--- src/rtl/md_pkg.sv ---
// Shared encodings and helpers for the HI/LO multiply/divide unit.
// Operation codes, FSM state encodings and operand magnitude helper.
package md_pkg;

    localparam int MD_WIDTH = 32;
    localparam int MD_STEPS = 32;

    typedef enum logic [1:0] {
        MD_MULT  = 2'b00,
        MD_MULTU = 2'b01,
        MD_DIV   = 2'b10,
        MD_DIVU  = 2'b11
    } md_op_e;

    typedef enum logic [1:0] {
        ST_IDLE = 2'b00,
        ST_MUL  = 2'b01,
        ST_DIV  = 2'b10,
        ST_DONE = 2'b11
    } md_state_e;

    function automatic logic op_is_div(input md_op_e op);
        return (op == MD_DIV) || (op == MD_DIVU);
    endfunction

    function automatic logic op_is_signed(input md_op_e op);
        return (op == MD_MULT) || (op == MD_DIV);
    endfunction

    // 0x80000000 negates to itself, which read unsigned is exactly 2^31.
    function automatic logic [MD_WIDTH-1:0] magnitude(input logic [MD_WIDTH-1:0] v,
                                                       input logic sgn);
        return (sgn && v[MD_WIDTH-1]) ? (~v + 1'b1) : v;
    endfunction

endpackage

--- src/rtl/md_div_core.sv ---
// Restoring-divide datapath: one quotient bit per step on unsigned magnitudes.
// Steps run while cnt < 32; quotient/remainder are valid after the 32nd step.
module md_div_core
    import md_pkg::*;
#(
    parameter int WIDTH = 32
) (
    input  logic             clk,
    input  logic             rst,
    input  logic             load,
    input  logic             step_en,
    input  logic [5:0]       cnt,
    input  logic [WIDTH-1:0] dividend,
    input  logic [WIDTH-1:0] divisor,
    output logic [WIDTH-1:0] quotient,
    output logic [WIDTH-1:0] remainder
);

    logic [WIDTH-1:0] rem_q;
    logic [WIDTH-1:0] quo_q;
    logic [WIDTH:0]   rem_sh;
    logic [WIDTH:0]   diff;
    logic             do_step;

    assign do_step = step_en && (cnt < 6'(MD_STEPS));
    assign rem_sh  = {rem_q, quo_q[WIDTH-1]};
    // A set top bit means the trial subtraction went negative: restore.
    assign diff    = rem_sh - {1'b0, divisor};

    always_ff @(posedge clk or negedge rst) begin
        if (!rst) begin
            rem_q <= '0;
            quo_q <= '0;
        end else if (load) begin
            rem_q <= '0;
            quo_q <= dividend;
        end else if (do_step) begin
            if (!diff[WIDTH]) begin
                rem_q <= diff[WIDTH-1:0];
                quo_q <= {quo_q[WIDTH-2:0], 1'b1};
            end else begin
                rem_q <= rem_sh[WIDTH-1:0];
                quo_q <= {quo_q[WIDTH-2:0], 1'b0};
            end
        end
    end

    assign quotient  = quo_q;
    assign remainder = rem_q;

endmodule

--- src/rtl/md_hilo_unit.sv ---
// Multi-cycle MULT/MULTU/DIV/DIVU unit writing HI/LO; busy doubles as stall.
// Define MD_FAST_MUL_EN for a single-cycle multiplier (divide is unchanged).
//
// state   | meaning
// IDLE    | waiting for start; only state that accepts an operation
// MUL     | shift-add multiply steps (one cycle only in fast-multiply build)
// DIV     | restoring divide steps; zero divisor skips straight to finish
// DONE    | one-cycle result pulse on done/hi_we/lo_we
module md_hilo_unit
    import md_pkg::*;
#(
    parameter int WIDTH = 32
) (
    input  logic             clk,
    input  logic             rst,
    input  logic             start,
    input  logic [1:0]       op,
    input  logic [WIDTH-1:0] src_a,
    input  logic [WIDTH-1:0] src_b,
    input  logic             cancel,
    output logic             busy,
    output logic             done,
    output logic             hi_we,
    output logic             lo_we,
    output logic [WIDTH-1:0] hi_o,
    output logic [WIDTH-1:0] lo_o
);

    md_state_e          state_q, state_d;
    logic [5:0]         cnt_q, cnt_d;
    md_op_e             op_q;
    logic [WIDTH-1:0]   a_raw_q, a_mag_q, b_mag_q;
    logic               neg_res_q, neg_rem_q;
    logic [2*WIDTH-1:0] prod_q;

    md_op_e             op_in;
    logic               in_signed;
    logic [WIDTH-1:0]   a_mag_d, b_mag_d;
    logic               accept, b_zero, mul_last, div_last, enter_done;
    logic [WIDTH:0]     mul_sum;
    logic [2*WIDTH-1:0] mul_next, mul_mag, mul_res;
    logic [WIDTH-1:0]   quo, rem, quo_fix, rem_fix;

    assign op_in     = md_op_e'(op);
    assign in_signed = op_is_signed(op_in);
    assign a_mag_d   = magnitude(src_a, in_signed);
    assign b_mag_d   = magnitude(src_b, in_signed);
    assign accept    = (state_q == ST_IDLE) && start && !cancel;
    assign b_zero    = (b_mag_q == '0);
    assign div_last  = (cnt_q == 6'(MD_STEPS));
`ifdef MD_FAST_MUL_EN
    assign mul_last  = 1'b1;
    assign mul_mag   = (2*WIDTH)'(a_mag_q) * (2*WIDTH)'(b_mag_q);
`else
    assign mul_last  = (cnt_q == 6'(MD_STEPS));
    assign mul_mag   = prod_q;
`endif

    always_ff @(posedge clk or negedge rst) begin
        if (!rst) begin
            state_q <= ST_IDLE;
            cnt_q   <= '0;
        end else begin
            state_q <= state_d;
            cnt_q   <= cnt_d;
        end
    end

    always_comb begin
        state_d = state_q;
        cnt_d   = cnt_q;
        case (state_q)
            ST_IDLE: begin
                if (accept) begin
                    state_d = op_is_div(op_in) ? ST_DIV : ST_MUL;
                    cnt_d   = '0;
                end
            end
            ST_MUL: begin
                if (cancel)        state_d = ST_IDLE;
                else if (mul_last) state_d = ST_DONE;
                else               cnt_d   = cnt_q + 6'd1;
            end
            ST_DIV: begin
                if (cancel)        state_d = ST_IDLE;
                else if (div_last) state_d = ST_DONE;
                else if (b_zero)   cnt_d   = 6'(MD_STEPS);
                else               cnt_d   = cnt_q + 6'd1;
            end
            ST_DONE: state_d = ST_IDLE;
            default: state_d = ST_IDLE;
        endcase
    end

    assign enter_done = (state_d == ST_DONE) && (state_q != ST_DONE);
    assign busy       = (state_q != ST_IDLE);
    assign done       = (state_q == ST_DONE) && !cancel;
    assign hi_we      = done;
    assign lo_we      = done;

    // Shift-add: conditionally add the multiplicand into the upper half, shift right.
    assign mul_sum  = {1'b0, prod_q[2*WIDTH-1:WIDTH]} + (prod_q[0] ? {1'b0, a_mag_q} : '0);
    assign mul_next = {mul_sum, prod_q[WIDTH-1:1]};
    assign mul_res  = neg_res_q ? (~mul_mag + 1'b1) : mul_mag;
    assign quo_fix  = neg_res_q ? (~quo + 1'b1) : quo;
    assign rem_fix  = neg_rem_q ? (~rem + 1'b1) : rem;

    always_ff @(posedge clk or negedge rst) begin
        if (!rst) begin
            op_q      <= MD_MULT;
            a_raw_q   <= '0;
            a_mag_q   <= '0;
            b_mag_q   <= '0;
            neg_res_q <= 1'b0;
            neg_rem_q <= 1'b0;
            prod_q    <= '0;
            hi_o      <= '0;
            lo_o      <= '0;
        end else begin
            if (accept) begin
                op_q      <= op_in;
                a_raw_q   <= src_a;
                a_mag_q   <= a_mag_d;
                b_mag_q   <= b_mag_d;
                neg_res_q <= in_signed && (src_a[WIDTH-1] ^ src_b[WIDTH-1]);
                neg_rem_q <= in_signed && src_a[WIDTH-1];
                prod_q    <= {{WIDTH{1'b0}}, b_mag_d};
            end else if ((state_q == ST_MUL) && !cancel && !mul_last) begin
                prod_q <= mul_next;
            end
            if (enter_done) begin
                if (!op_is_div(op_q)) begin
                    hi_o <= mul_res[2*WIDTH-1:WIDTH];
                    lo_o <= mul_res[WIDTH-1:0];
                end else if (b_zero) begin
                    hi_o <= a_raw_q;
                    lo_o <= '1;
                end else begin
                    hi_o <= rem_fix;
                    lo_o <= quo_fix;
                end
            end
        end
    end

    md_div_core #(
        .WIDTH(WIDTH)
    ) u_div_core (
        .clk      (clk),
        .rst      (rst),
        .load     (accept),
        .step_en  ((state_q == ST_DIV) && !cancel && !b_zero),
        .cnt      (cnt_q),
        .dividend (a_mag_d),
        .divisor  (b_mag_q),
        .quotient (quo),
        .remainder(rem)
    );

endmodule

--- config.mk ---
export PLATFORM = sky130hd
export DESIGN_NAME = md_hilo_unit
export DESIGN_NICKNAME = d
export VERILOG_FILES = /design/src/rtl/md_pkg.sv /design/src/rtl/md_div_core.sv /design/src/rtl/md_hilo_unit.sv
export SDC_FILE = /design/constraint.sdc
export NUM_CORES = 1
export LEC_CHECK = 0
export ABC_AREA = 1
export CAP_MARGIN = 20
export CORE_MARGIN = 2
export CORE_UTILIZATION = 40
export CTS_CLUSTER_DIAMETER = 60
export DETAILED_ROUTE_END_ITERATION = 6
export MAX_ROUTING_LAYER = met4
export PLACE_DENSITY = 0.68
export SLEW_MARGIN = 20
export SYNTH_ARGS = -nofsm -noshare
export SYNTH_HDL_FRONTEND = slang
export SYNTH_SLANG_ARGS = --single-unit
--- constraint.sdc ---
create_clock -name clk -period 3.26 [get_ports clk]
set_clock_uncertainty 0.2 [all_clocks]
set_input_delay 0.652 -clock clk [delete_from_list [all_inputs] [get_ports clk]]
set_output_delay 0.652 -clock clk [all_outputs]
set_load 0.01 [all_outputs]
==> out/metrics.csv, run 1 <==
stage,metric,value,unit
placement,Post-DP Area,0.0262,mm^2
synthesis,#FFs+latches synth,298,
floorplanning,Die Y-Extent,247,um
synthesis,XOR/XNOR Fraction of Synth Area,0.0170,
pwr,pwr dens,933,mW/mm^2
route,post-DR wirelength/cell,20.2,um
sta,final setup vio count,0,
pwr,Static Leak,14.4,nW
synthesis,"count leader, synth",nand2_1,
synthesis,Netlist Area Pre-Place,0.0237,mm^2
synthesis,Adder-Cell Fraction of Synth Area,0.0413,
sta,Final period util,0.950,
finish,nets,4155,
setup_path,"Data arrival, critical path",3330,ps
synthesis,syn avg cell area,6.11,um^2
route,ANT nets after route,0,
clocking,Worst-path clk slew,60,ps
finish,# fillers,6242,
synthesis,YS warnings,0,
global_routing,first-pass GRT wire length,147000,um
global_routing,vias in the first global route,24000,
clocking,Post-CTS Resized,0,
sta,crit path time final,3100,ps
finish,share of post-route cells with drive strength above 1,0.0507,
sta,Final Max Tran Viols,0,
synthesis,"Seq/Total Area, Yosys",0.315,
sta,RSZ-0062 raised after global routing,false,
route,vias per std cell,5.52,
clocking,CTS tree,done,
route,post-route DRC violation count,0,
synthesis,top-area cell type share of the netlist area,0.315,
sta,FMAX,323,MHz
synthesis,Post-Syn Instances,3878,
synthesis,Mapped Nets,4025,
route,first-pass iteration count of the detailed router,6,
global_routing,largest net degree at the start of global routing,106,
route,DR vias,26600,
placement,DP HPWL,77600,um
floorplanning,Die Area,0.0612,mm^2
clocking,clock buffer depth,3,
synthesis,Netlist cell types,47,
floorplanning,Initial Util,0.403,
finish,area grow syn2layout,16.8,%
finish,post-route cell area,0.0277,mm^2
sta,final setup TNS,0,ps
sta,Worst Tran Pin Value,896,ps
global_routing,Total Routing Usage GR,0.325,
floorplanning,core box area,0.0588,mm^2
route,Iter 0 DRT Violations,3388,
synthesis,largest cells by area after synthesis,"dfrtp_1, nand2_1, nand3_1",
run,MaxCap Viol Count,0,
synthesis,most frequent cells after synthesis,"nand2_1, nor2_1, inv_1",
synthesis,post-synthesis mux area share,0,
clocking,CTS H-tree lvls,2,
placement,IO Port Bufs,137,
sta,"Hold Vio Cnt, Final",0,
pwr,worst IR drop on VDD,0.000689,V
clocking,"Clk Latency, worst-skew pair",580,ps
clocking,CTS buffer count,42,
placement,Final GP Congestion,1.03,
synthesis,Post-synth top flop,dfrtp_1,
setup_path,crit path launch type,flip-flop,
setup_path,CP Class,reg -> reg,
setup_path,Critical Path RT,3490,ps
min_path,Hold WC Path Type,reg -> reg,
setup_path,CP Capture Type,flip-flop,
clocking,Root Driver,clkbuf_16,
finish,sequential cell area,0.00746,mm^2
global_routing,total grt overflow,0,
floorplanning,Die X,247,um
clocking,clock sink total,298,
setup_path,crit path max fanout,27,
finish,area of the multi-input gates,0.0140,mm^2
global_routing,initial antenna violation count,4,
route,drt total wl,97500,um
floorplanning,Rows,89,
outcome,status,"finished, final reports clean",
synthesis,"area leader, netlist",dfrtp_1,
synthesis,Post-synth EDFFs,0,
sta,Slew headroom,0.402,
clocking,Post-CTS Setup Bufs,0,
floorplanning,I/O pin count,138,
synthesis,post-synthesis compound-gate area fraction,0.127,
synthesis,post-synthesis simple-gate area fraction,0.405,
synthesis,Synth async-reset ratio,1.00,
synthesis,largest family of logic cells by synthesized area,simple AND/OR/NAND/NOR gates,
==> cell type report <==
class / instances / share of cell area
Antenna cell: 4 / 0.000361
Clock buffer: 48 / 0.0402
Clock inverter: 29 / 0.0138
Inverter: 451 / 0.0611
Multi-Input combinational cell: 3007 / 0.506
Sequential cell: 298 / 0.269
Tap cell: 773 / 0.0349
Timing Repair Buffer: 208 / 0.0740
==> metal layers <==
layer	up-vias	part of all wire	global-route usage
met5	-	0	-
met4	0	0.026	0.0785
met3	147	0.093	0.0535
met2	1233	0.42	0.472
met1	12500	0.46	0.468
li1	12700	-	-
==> flip-flops by register name, summed over array words and instances, names as in the netlist <==
name and cells:
neg_rem_q 1, a_raw_q 32, op_q 1, u_div_core.quotient 32, a_mag_q 31, b_mag_q 32
cnt_q 6, u_div_core.remainder 32, mul_mag 64, hi_o 32, state_q 2, neg_res_q 1
lo_o 32
==> report_power, final <==
part / switching, mW / internal, mW
Clock: 1.95 / 3.00
Sequential: 1.71 / 5.20
Combinational: 9.47 / 4.52
==> final timing paths <==
path                                    startpoint                      end  slack [ps]  depth (start not counted)
min                        a_mag_q[25]$_DFFE_PN0P_  a_mag_q[25]$_DFFE_PN0P_         280                          2
min in group asynchronous                      rst  mul_mag[55]$_DFFE_PN0P_         440                          2
max in group asynchronous                      rst   mul_mag[5]$_DFFE_PN0P_        1540                          3
max                         mul_mag[0]$_DFFE_PN0P_  mul_mag[50]$_DFFE_PN0P_         160                         10
max reg2reg                 mul_mag[0]$_DFFE_PN0P_  mul_mag[50]$_DFFE_PN0P_         160                         10
min reg2reg                a_mag_q[25]$_DFFE_PN0P_  a_mag_q[25]$_DFFE_PN0P_         280                          2
==> worst max-delay path, cell delays in order, from the launching register on <==
cell and delay [ps]:
dfrtp_1 660, buf_12 240, nand2_1 70, inv_1 150
ha_1 300, a21oi_1 310, o21ai_0 210, a21oi_1 240
nand3_1 210, o21ai_0 230, o21ai_0 120
==> timing repair <==
action | in CTS | in global routing
setup endpoints to repair | 0 | 0
hold buffers | 1 | 0
endpoints found under the hold margin | 58 | 0
==> layout by cell type, fill, tap and decap left out, drive strengths merged, types with 4 or more instances in the layout <==
master,synthesis,routed
o22ai,10,10
and2,8,8
nor3,35,35
nand4,58,58
bufinv,0,6
a31oi,23,23
ha,75,75
nand3,362,362
buf,54,71
nand3b,14,14
nor4,4,4
nor2,473,473
a21oi,165,165
o21bai,8,8
diode,0,4
clkbuf,68,48
a22oi,4,4
clkinv,1,10
xnor2,16,16
clkdlybuf4s50,0,136
nand2,1368,1368
o21ai,289,289
o31ai,4,4
a21o,10,10
or2,4,4
xor2,30,30
clkinvlp,0,5
o211ai,35,35
dfrtp,298,298
inv,450,459
==> logic make-up (layout without fill, tap and decap cells) <==
| kind of cell | Yosys count | after routing |
|---|---|---|
| other | 0 | 4 |
| AOI/OAI and AO/OA | 555 | 555 |
| xor gates and xnor gates | 46 | 46 |
| adders and majority gates | 77 | 77 |
| buffers and inverters | 573 | 736 |
| DFF | 298 | 298 |
| and+or+nand+nor | 2329 | 2329 |
==> stage by stage <==
| stage | hold slack, ps | util | power, mW | cells | setup slack, ps |
|---|---|---|---|---|---|
| 3_5_place_dp | 265 | 0.445 | 20.5 | 4736 | 177 |
| 3_3_place_gp | 265 | 0.445 | 20.4 | 4736 | 238 |
| 4_1_cts | 284 | 0.471 | 25.5 | 4814 | 291 |
| 5_1_grt | 304 | 0.471 | 27.5 | 4817 | 103 |
| 2_1_floorplan | 156 | - | 14.9 | 3878 | 842 |
| 6_report | 279 | 0.471 | 25.8 | 4818 | 163 |
(Power assumes the default switching activity.)
==> run 2, diff against run 1 <==
--- a/config.mk
+++ b/config.mk
@@ -8,11 +8,11 @@
 export ABC_AREA = 1
 export CAP_MARGIN = 20
 export CORE_MARGIN = 2
-export CORE_UTILIZATION = 40
+export CORE_UTILIZATION = 62
 export CTS_CLUSTER_DIAMETER = 60
 export DETAILED_ROUTE_END_ITERATION = 6
 export MAX_ROUTING_LAYER = met4
-export PLACE_DENSITY = 0.68
+export PLACE_DENSITY = 0.93
 export SLEW_MARGIN = 20
 export SYNTH_ARGS = -nofsm -noshare
 export SYNTH_HDL_FRONTEND = slang
==> run 2 against run 1 <==
Compared with the run above:
- sequential share of layout area increased by 0.45 points
- sequential power increased by 0.6%
- wire length decreased by 4.9%
- global-route usage increased by 16 points
- final area decreased by 1.7%
- critical path depth increased by 1
- maximum frequency increased by 1.9%
- register-to-register slack improved by 60 ps
- via count increased by 4.4%
- final cell count decreased by 5.5%
- die area decreased by 35%
- critical path type unchanged
- critical endpoint is now mul_mag[48]$_DFFE_PN0P_
==> out/metrics.csv, run 2 (same netlist as run 1, synthesis figures left out) <==
stage,metric,value,unit,change
outcome,status,"finished, final reports clean",,unchanged
route,post-DR wirelength/cell,20.4,um,was 20.2 um
route,vias per std cell,6.09,,was 5.52
global_routing,global routing met3 resource utilization,0.143,,was 0.0535
sta,Final Max Tran Viols,0,,unchanged
min_path,worst hold start,hi_o[9]$_DFFE_PN0P_,,was a_mag_q[25]$_DFFE_PN0P_
clocking,CTS buffer count,38,,was 42
sta,PnR worst setup slack,221,ps,was 163 ps
finish,"most common cell after layout, fill and taps aside",nand2_1,,unchanged
global_routing,met1 layer usage reported by global route,0.649,,was 0.468
sta,Worst Tran Pin Value,722,ps,was 896 ps
pwr,Static Leak,14.3,nW,was 14.4 nW
placement,DP HPWL,72100,um,was 77600 um
sta,crit path time final,3040,ps,was 3100 ps
setup_path,crit path max fanout,20,,was 27
floorplanning,Rows,71,,was 89
route,Iter 0 DRT Violations,4039,,was 3388
setup_path,Critical Path RT,3510,ps,was 3490 ps
finish,area grow syn2layout,14.9,%,was 16.8%
pwr,Switching Power,13.0,mW,was 13.1 mW
run,MaxCap Viol Count,0,,unchanged
setup_path,CP Class,reg -> reg,,unchanged
sta,RSZ-0062 raised after global routing,false,,unchanged
pwr,sequential share of power,0.273,,was 0.267
setup_path,"Data arrival, critical path",3290,ps,was 3330 ps
floorplanning,I/O pin count,138,,unchanged
clocking,Worst-path clk slew,60,ps,about the same
sta,Final period util,0.932,,was 0.950
finish,share of post-route cells with drive strength above 1,0.0488,,was 0.0507
global_routing,gr busiest metal,met2,,unchanged
global_routing,initial antenna violation count,4,,unchanged
clocking,Root Driver,clkbuf_16,,unchanged
route,first-pass iteration count of the detailed router,7,,was 6
setup_path,crit path launch type,flip-flop,,unchanged
clocking,"Clk Latency, worst-skew pair",580,ps,about the same
global_routing,Total Routing Usage GR,0.480,,was 0.325
sta,final setup vio count,0,,unchanged
floorplanning,Initial Util,0.629,,was 0.403
sta,"Hold Vio Cnt, Final",0,,unchanged
route,ANT nets after route,0,,unchanged
sta,Min Hold Slack,286,ps,was 279 ps
pwr,worst IR drop on VDD,0.000741,V,was 0.000689 V
sta,Slew headroom,0.513,,was 0.402
placement,IO Port Bufs,137,,unchanged
route,post-route DRC violation count,0,,unchanged
setup_path,CP Capture Type,flip-flop,,unchanged
floorplanning,Die X,200,um,was 247 um
finish,max reg flops,64,,unchanged
clocking,Post-CTS Setup Bufs,0,,unchanged
pwr,pwr dens,932,mW/mm^2,was 933 mW/mm^2
pwr,Clock Power Share,0.178,,was 0.191
finish,most frequent cells in the layout,"nand2_1, nor2_1, inv_1",,unchanged
global_routing,total grt overflow,0,,unchanged
floorplanning,Die Y-Extent,200,um,was 247 um
global_routing,M2 GR Usage,0.671,,was 0.472
pwr,Sw Ratio,0.511,,was 0.508
clocking,clock sink total,298,,unchanged
finish,nets,4153,,was 4155
setup_path,CP Launch Point,mul_mag[0]$_DFFE_PN0P_,,unchanged
clocking,CTS H-tree lvls,2,,unchanged
min_path,Hold WC Path Type,reg -> reg,,unchanged
placement,Final GP Congestion,1.10,,was 1.03
pwr,Power Internal,12.4,mW,was 12.7 mW
pwr,Logic pwr share,0.549,,was 0.541
global_routing,vias in the first global route,25000,,was 24000
global_routing,first-pass GRT wire length,141000,um,was 147000 um
sta,FMAX,329,MHz,was 323 MHz
clocking,CTS tree,done,,unchanged
sta,final setup TNS,0,ps,unchanged
placement,Setup WS pre-CTS,144,ps,was 177 ps
route,drt total wl,92700,um,was 97500 um
setup_path,RR Startpoint,mul_mag[0]$_DFFE_PN0P_,,unchanged
global_routing,largest net degree at the start of global routing,101,,was 106
route,DR vias,27700,,was 26600
floorplanning,Die Area,0.0398,mm^2,was 0.0612 mm^2
floorplanning,core box area,0.0377,mm^2,was 0.0588 mm^2
clocking,clock buffer depth,3,,unchanged
-- run 2: cell count changes in the layout (fill, tap and decap cells not counted), sizes merged, moves of 2 or more --
cell | before | now
inv | 459 | 455
clkinv | 10 | 8
diode | 4 | 6
buf | 71 | 73
bufinv | 6 | 4
-- run 2: layer usage --
metal  wire, um  up-vias  part of all wire
met4       4260        0             0.046
met2      38000     1970              0.41
met5          0        -                 0
li1           -    12700                 -
met1      37100    12700              0.40
met3      13300      290              0.14
-- run 2: final cells by class --
| type | count | area (um^2) |
|---|---|---|
| fill | 3293 | 10400 |
| clock inverter | 20 | 255 |
| antenna | 6 | 15.0 |
| multi-input combinational | 3007 | 14000 |
| clock buffer | 49 | 1070 |
| timing repair buffer | 210 | 2080 |
| sequential | 298 | 7460 |
| inverter | 451 | 1690 |
| tap | 511 | 639 |
-- run 2: repair_timing --
action                                  CTS  global route
endpoints found under the setup margin    0            13
hold buffers                              1             0
hold endpoints to repair                 58             0
gates resized for setup                   0             1
-- run 2: power by group through the flow --
stage | Sequential [mW] | Combinational (mW) | Clock [mW]
floorplan | 6.28 | 8.63 | 0
global placement | 6.79 | 13.0 | 0
detailed placement | 6.80 | 13.3 | 0
CTS | 6.78 | 13.4 | 4.49
global route | 6.98 | 15.2 | 4.63
finish | 6.94 | 13.9 | 4.51
-- run 2: path summary, 6_finish.rpt --
kind | slack, ps | to | cells after the start
worst max-delay path | 220 | mul_mag[48]$_DFFE_PN0P_ | 11
worst min-delay path | 290 | hi_o[9]$_DFFE_PN0P_ | 2
worst max register to register | 220 | mul_mag[48]$_DFFE_PN0P_ | 11
worst min register to register | 290 | hi_o[9]$_DFFE_PN0P_ | 2
max in group asynchronous | 1620 | u_div_core.quotient[16]$_DFFE_PN0P_ | 3
min in group asynchronous | 450 | hi_o[4]$_DFFE_PN0P_ | 2
-- run 2: critical path, cell delays in order, from the launching register on --
cell and delay (ps):
dfrtp_1 480, buf_4 240, buf_4 260, nand2_1 70, inv_1 160, ha_1 330, a21oi_1 220, o21ai_0 140
a21oi_1 260, nand3_1 180, o21ai_0 240, o21ai_0 120
-- run 2: per-stage QoR --
| step | util | area, um^2 | power (mW) | cells |
|---|---|---|---|---|
| final | 0.723 | 27200 | 25.4 | 4552 |
| after CTS | 0.723 | 27200 | 24.7 | 4546 |
| after global routing | 0.723 | 27200 | 26.8 | 4550 |
| after detailed placement | 0.687 | 25900 | 20.1 | 4476 |
| after floorplan | - | 23700 | 14.9 | 3878 |
| after global placement | 0.687 | 25900 | 19.8 | 4476 |
